==> src/rtl/vend_event_arbiter_if.sv <==
// Event stream handshake between the event arbiter (master) and the vending FSM (slave).
interface vend_event_arbiter_if;
    logic       evt_valid;
    logic       evt_ready;
    logic [2:0] evt_code;

    modport master (
        output evt_valid,
        output evt_code,
        input  evt_ready
    );

    modport slave (
        input  evt_valid,
        input  evt_code,
        output evt_ready
    );
endinterface

==> src/rtl/vend_event_arbiter.sv <==
// vend_event_arbiter: folds the one-pulse button/coin events into one prioritized
// event stream (valid/ready through vend_event_arbiter_if) and owns the inactivity
// timer that raises the auto-refund timeout event.
// Optional feature: define VEND_ARB_DROP_CNT_EN to add a saturating drop_cnt[7:0] output.
module vend_event_arbiter #(
    parameter int DEPTH   = 4,
    parameter int TIMEOUT = 8192,
    parameter int TO_W    = 13
) (
    input  logic                 clk,
    input  logic                 rst,
    input  logic [4:0]           req,
    input  logic                 credit_nz,
    vend_event_arbiter_if.master evt,
    output logic                 busy,
    output logic                 drop
`ifdef VEND_ARB_DROP_CNT_EN
    ,
    output logic [7:0]           drop_cnt
`endif
);

    localparam int AW = $clog2(DEPTH);

    localparam logic [2:0] CODE_CANCEL   = 3'd1;
    localparam logic [2:0] CODE_MONEY_5  = 3'd2;
    localparam logic [2:0] CODE_MONEY_10 = 3'd3;
    localparam logic [2:0] CODE_DRINK_A  = 3'd4;
    localparam logic [2:0] CODE_DRINK_B  = 3'd5;
    localparam logic [2:0] CODE_TIMEOUT  = 3'd6;

    typedef enum logic [1:0] {
        T_OFF,
        T_COUNT,
        T_FIRED
    } timer_state_t;

    logic [4:0]    pend;
    logic [4:0]    pend_next;
    logic          to_pend;
    logic          to_pend_next;
    logic [4:0]    grant_mask;
    logic          grant_to;
    logic [2:0]    grant_code;
    logic          drop_next;

    logic [2:0]    mem [DEPTH];
    logic [AW:0]   wr_ptr;
    logic [AW:0]   rd_ptr;
    logic          empty;
    logic          full;
    logic          pop;
    logic          push;
    logic          can_grant;

    timer_state_t  t_state;
    timer_state_t  t_next;
    logic [TO_W-1:0] idle_cnt;
    logic [TO_W-1:0] idle_cnt_next;
    logic          fire;
    logic          idle;

    // FIFO status; a pop frees the slot the same cycle so a full FIFO can still accept a grant.
    assign empty     = (wr_ptr == rd_ptr);
    assign full      = (wr_ptr[AW] != rd_ptr[AW]) && (wr_ptr[AW-1:0] == rd_ptr[AW-1:0]);
    assign pop       = !empty && evt.evt_ready;
    assign can_grant = !full || pop;
    assign push      = (grant_code != 3'd0);

    assign evt.evt_valid = !empty;
    assign evt.evt_code  = empty ? 3'd0 : mem[rd_ptr[AW-1:0]];
    assign busy          = (|pend) || to_pend || !empty;
    assign idle          = (req == 5'd0) && !busy;

    // Fixed-priority grant and next pending state; cancel also discards queued drink selections.
    always_comb begin
        grant_mask   = '0;
        grant_to     = 1'b0;
        grant_code   = 3'd0;
        if (can_grant) begin
            if (pend[0]) begin
                grant_mask[0] = 1'b1;
                grant_code    = CODE_CANCEL;
            end else if (to_pend) begin
                grant_to      = 1'b1;
                grant_code    = CODE_TIMEOUT;
            end else if (pend[2]) begin
                grant_mask[2] = 1'b1;
                grant_code    = CODE_MONEY_10;
            end else if (pend[1]) begin
                grant_mask[1] = 1'b1;
                grant_code    = CODE_MONEY_5;
            end else if (pend[3]) begin
                grant_mask[3] = 1'b1;
                grant_code    = CODE_DRINK_A;
            end else if (pend[4]) begin
                grant_mask[4] = 1'b1;
                grant_code    = CODE_DRINK_B;
            end
        end
        pend_next = pend & ~grant_mask;
        if (grant_mask[0]) begin
            pend_next[4:3] = 2'b00;
        end
        pend_next    = pend_next | req;
        drop_next    = |(req & pend & ~grant_mask);
        to_pend_next = (to_pend && !grant_to) || fire;
    end

    // Pending flags and the registered drop pulse.
    always_ff @(posedge clk or posedge rst) begin
        if (rst) begin
            pend    <= '0;
            to_pend <= 1'b0;
            drop    <= 1'b0;
        end else begin
            pend    <= pend_next;
            to_pend <= to_pend_next;
            drop    <= drop_next;
        end
    end

    // FIFO pointers; wrap-around is the natural overflow of the extra MSB.
    always_ff @(posedge clk or posedge rst) begin
        if (rst) begin
            wr_ptr <= '0;
            rd_ptr <= '0;
        end else begin
            if (push) begin
                wr_ptr <= wr_ptr + 1'b1;
            end
            if (pop) begin
                rd_ptr <= rd_ptr + 1'b1;
            end
        end
    end

    // FIFO storage; contents are only visible while non-empty so no reset is needed.
    always_ff @(posedge clk) begin
        if (push) begin
            mem[wr_ptr[AW-1:0]] <= grant_code;
        end
    end

    // Inactivity timer state register.
    always_ff @(posedge clk or posedge rst) begin
        if (rst) begin
            t_state  <= T_OFF;
            idle_cnt <= '0;
        end else begin
            t_state  <= t_next;
            idle_cnt <= idle_cnt_next;
        end
    end

    // Inactivity timer next state: count idle cycles with credit, fire once, rearm on a req.
    always_comb begin
        t_next        = t_state;
        idle_cnt_next = idle_cnt;
        fire          = 1'b0;
        case (t_state)
            T_OFF: begin
                idle_cnt_next = '0;
                if (credit_nz) begin
                    t_next = T_COUNT;
                end
            end
            T_COUNT: begin
                if (!credit_nz) begin
                    t_next        = T_OFF;
                    idle_cnt_next = '0;
                end else if (!idle) begin
                    idle_cnt_next = '0;
                end else if (idle_cnt == TO_W'(TIMEOUT - 1)) begin
                    fire          = 1'b1;
                    idle_cnt_next = '0;
                    t_next        = T_FIRED;
                end else begin
                    idle_cnt_next = idle_cnt + TO_W'(1);
                end
            end
            T_FIRED: begin
                idle_cnt_next = '0;
                if (!credit_nz) begin
                    t_next = T_OFF;
                end else if (req != 5'd0) begin
                    t_next = T_COUNT;
                end
            end
            default: begin
                t_next        = T_OFF;
                idle_cnt_next = '0;
            end
        endcase
    end

`ifdef VEND_ARB_DROP_CNT_EN
    // Saturating count of drop pulses, cleared only by reset.
    always_ff @(posedge clk or posedge rst) begin
        if (rst) begin
            drop_cnt <= '0;
        end else if (drop_next && (drop_cnt != 8'hFF)) begin
            drop_cnt <= drop_cnt + 8'd1;
        end
    end
`endif

endmodule
==> src/flat_wrapper.sv <==
// flat-port wrapper written by rule: the top's interface ports become plain ports
module vend_event_arbiter_flat 
#(
    parameter int DEPTH   = 4,
    parameter int TIMEOUT = 8192,
    parameter int TO_W    = 13
)
  (clk, rst, req, credit_nz, busy, drop, evt_evt_valid, evt_evt_code, evt_evt_ready);
  vend_event_arbiter_if evt_i ();
  input  logic clk;
  input  logic rst;
  input  logic [4:0] req;
  input  logic credit_nz;
  output logic busy;
  output logic drop;
  output wire logic [$bits(evt_i.evt_valid)-1:0] evt_evt_valid;
  output wire logic [$bits(evt_i.evt_code)-1:0] evt_evt_code;
  input wire logic [$bits(evt_i.evt_ready)-1:0] evt_evt_ready;
  assign evt_evt_valid = evt_i.evt_valid;
  assign evt_evt_code = evt_i.evt_code;
  assign evt_i.evt_ready = evt_evt_ready;
  vend_event_arbiter #(.DEPTH(DEPTH), .TIMEOUT(TIMEOUT), .TO_W(TO_W)) u_core (.clk(clk), .rst(rst), .req(req), .credit_nz(credit_nz), .evt(evt_i), .busy(busy), .drop(drop));
endmodule
==> config.mk <==
export PLATFORM = sky130hd
export DESIGN_NAME = vend_event_arbiter_flat
export DESIGN_NICKNAME = d
export VERILOG_FILES = /design/src/rtl/vend_event_arbiter_if.sv /design/src/rtl/vend_event_arbiter.sv /design/src/flat_wrapper.sv
export SDC_FILE = /design/constraint.sdc
export NUM_CORES = 1
export LEC_CHECK = 0
export ABC_AREA = 1
export CORE_UTILIZATION = 52
export DETAILED_ROUTE_END_ITERATION = 10
export HOLD_SLACK_MARGIN = 0.06
export PLACE_DENSITY = 0.75
export RECOVER_POWER = 25
export SLEW_MARGIN = 20
export SYNTH_ARGS = -nofsm -noshare
export SYNTH_HDL_FRONTEND = slang
export SYNTH_SLANG_ARGS = --single-unit
export TNS_END_PERCENT = 10
==> constraint.sdc <==
create_clock -name clk -period 1.9 [get_ports clk]
set_input_delay 0.38 -clock clk [delete_from_list [all_inputs] [get_ports clk]]
set_output_delay 0.38 -clock clk [all_outputs]
set_load 0.03 [all_outputs]
==> summary.md <==
| Metric | Value |
|---|---|
| Kind of critical path | reg -> out |
| Hold Violations, Final | 0 |
| Core Util, Final | 0.6767 |
| Cell Area, Placed | 0.002579 mm^2 |
| Yosys warnings | 0 |
| Crit path top cell by count | nand2_2 |
| Vias per inst | 4.857 |
| H-tree levels | 2 |
| Gr busiest metal | met2 |
| Synth area leaders | dfrtp_1 (32%), edfxtp_1 (16%), nand2_1 (13%) |
| Total congestion overflow | 0 |
| Vias | around 1.8k |
| Filler cells | 347 |
| Bufs on Longest Clock Path | 2 |
| Setup WS pre-CTS | -0.03894 ns |
| Synthesized area per cell | a little over 8 um^2 |
| Post-synth top area cell | dfrtp_1 |
| Post-Synthesis Cells | ~270 |
| Buffers added on ports | 14 |
| RSZ-0062 raised after global routing | true |
| Slew @ Worst Pin | approximately 0.7 ns |
| Final Cell Area | around 0.0027 mm^2 |
| Met2 Track Usage GR | 0.3662 |
| Ports | 15 |
| Area Growth Syn to Fin | 24.23% |
| Worst EP arrival | 1.48 ns |
| Slowest CP cell | dfrtp_2 |
| Drt pass-1 iters | 4 |
| Die Ht | 66.97 um |
| Core Area | 0.004029 mm^2 |
| Syn nets | 284 |
| Detailed placer's ending HPWL | ~3.1 mm |
| Clock Sink Count | 40 |
| Vias in the first global route | 1659 |
| Final slew viol count | 0 |
| Largest net degree at the start of global routing | 29 |
| Met1 usage | 0.2625 |
| Number of maximum-capacitance violations | 0 |
| Max Fclk | 537.0 MHz |
| Outcome | finished, final reports clean |
| Post-synth top area share | 0.3193 |
| DRC viols | 0 |
| First-pass GRT wire length | 7.024 mm |
| CTS Buf Count | 5 |
| Clock Pin Slew Worst Setup and Hold Paths | around 0.08 ns |
| CP max stage delay | roughly 0.45 ns |
| Min-delay worst type | reg -> reg |
| Slew headroom | 0.5331 |
| Initial antenna violation count | 0 |
| DRT iter0 DRCs | between 60 and 70 |
| Initial Util | 0.5447 |
| Req. time, crit path | roughly 1.5 ns |
| Tcrit/Tclk final | 0.9801 |
| Detailed Route WL | approximately 4.2 mm |
| Total Power | about 3.6 mW |
| Final cell count without fillers | 370 |
| Critical Path End Type | primary output |
| Clock Skew | between 0.005 and 0.006 ns |
| Clk_lat worst skew | a little under 0.3 ns |
| Cells after DPL | roughly 360 |
| Power density over the cells | between 1000 and 1500 mW/mm^2 |
| Die Span X | roughly 67 um |
| TritonCTS clock tree | built |
| Worst-path maximum fanout | 5 |
| GP Congestion | around 0.86 |
| Die Footprint | 0.004484 mm^2 |
| Yosys cell types | 29 |
| Met3 GRT Util | 0.05137 |
| Routed wire length per instance | approximately 11 um |
| Worst-path cell chain | nand2_2, nand2_2, nor2_4, nand2_4, buf_6, nand2_1, inv_1, buf_4 |
| FP Rows | 23 |
| Pleak | 1.332 nW |
| Post-layout min period | 1.862 ns |
| WHS | around 0.47 ns |
| Setup TNS | 0 ns |
| Reg2reg setup slack | about 0.21 ns |
| Setup WS post-layout | between 0.03 and 0.04 ns |
| Post-route ant nets | 0 |
| Ant diodes | 0 |
| Share of cells above drive strength 1 | 0.2375 |
| Synthesized area | roughly 0.0022 mm^2 |
| GRT Total Usage | 0.2166 |
| Register area share after synthesis | 0.4835 |
| Setup-failing EPs final | 0 |
| Final-stage net count | between 300 and 400 |
| Yosys reg bits | 40 |
| CP Launch Type | register |
| Clk root buf | clkbuf_8 |
| VDD IR max | about 0.79 mV |
[per-layer routing]
| layer | part of all wire | vias up |
|---|---|---|
| met5 | 0 | - |
| met4 | 0.018 | 0 |
| met3 | 0.036 | 6 |
| met2 | 0.49 | 32 |
| met1 | 0.46 | 811 |
| li1 | - | 948 |
[sequential cells by signal, indices dropped and copies added, names as in the netlist]
signal           count
u_core.to_pend       1
u_core.wr_ptr        3
u_core.t_state       2
u_core.rd_ptr        3
u_core.pend          5
u_core.idle_cnt     13
u_core.mem          12
u_core.drop          1
[cell families (layout without fill, tap and decap cells)]
logic type                 count (synthesis)  count (layout)  synth area share
AOI/OAI and AO/OA                         20              20           0.05017
xor gates and xnor gates                   9               9           0.03592
adders and majority gates                  6               6           0.03421
buffers and inverters                     44              95           0.08153
DFF                                       40              40            0.4835
and+or+nand+nor                          150             150            0.3147
[critical path, delay by kind of cell (launching register included)]
family                 cells  cell delay (ns)
DFF                        1             0.45
and+or+nand+nor            5             0.42
buffers and inverters      3             0.32
[report_power, final]
group	internal (mW)	switching [mW]	total [mW]	leakage [nW]
clock	0.337	0.291	0.627	0.0534
combinational	0.738	1.01	1.74	0.815
sequential	1.12	0.110	1.23	0.464
total	2.20	1.41	3.60	1.33
[repair_timing]
item	CTS	global route
setup endpoints to repair	4	4
resized for setup	7	9
hold buffers	0	0
pin swaps	2	2
setup buffers	2	1
[cell usage after synthesis]
cell type and count:
o211ai_1 1, nand2_1 74, nand3b_1 2, or2_2 2
nor2_8 1, a21oi_1 5, nor2_4 1, nand3_2 1
nand4_4 1, xnor2_1 2, nor2_1 35, inv_2 5
o22ai_1 3, edfxtp_1 12, nand2_2 1, dfrtp_1 28
nor3_1 2, buf_4 1, o21ai_2 1, nand2_4 1
nand4_1 5, nand3_1 14, inv_1 36, buf_6 1
o21ai_0 10, inv_4 1, ha_1 6, xor2_1 7
nor2_2 10
[cell usage in the layout (no fill, tap or decap), types with 3 or more instances in the layout]
master | netlist | routed
clkdlybuf4s50_1 | 0 | 8
ha_1 | 6 | 6
xor2_1 | 7 | 7
buf_6 | 1 | 3
inv_1 | 36 | 35
nand3_1 | 14 | 13
nand2_2 | 1 | 5
nor2_2 | 10 | 11
a21oi_1 | 5 | 5
clkbuf_8 | 0 | 5
o22ai_1 | 3 | 3
edfxtp_1 | 12 | 12
o21ai_0 | 10 | 10
inv_2 | 5 | 6
nand2_1 | 74 | 70
buf_4 | 1 | 31
nor2_1 | 35 | 34
nand4_1 | 5 | 5
dfrtp_1 | 28 | 27
[worst paths after layout]
check	from	to	depth (start not counted)
max in group asynchronous	rst	u_core.rd_ptr[0]	3
hold / removal	u_core.idle_cnt[0]	u_core.idle_cnt[0]	1
hold reg to reg	u_core.idle_cnt[0]	u_core.idle_cnt[0]	1
setup reg to reg	u_core.rd_ptr[0]	u_core.mem[0][1]	10
min in group asynchronous	rst	u_core.idle_cnt[3]	3
setup / recovery	u_core.rd_ptr[0]	evt_evt_code[0]	8
[layout make-up]
class / count / area, um^2 / area share
clock buffer: 7 / 97.59 / 0.03580
tap: 50 / 62.56 / 0.02295
timing repair buffer: 45 / 366.6 / 0.1345
sequential: 40 / 1062 / 0.3896
multi-input combinational: 185 / 972.2 / 0.3566
inverter: 42 / 160.2 / 0.05874
clock inverter: 1 / 5.005 / 0.001836
No activity file was read; power rests on OpenSTA's default activity.
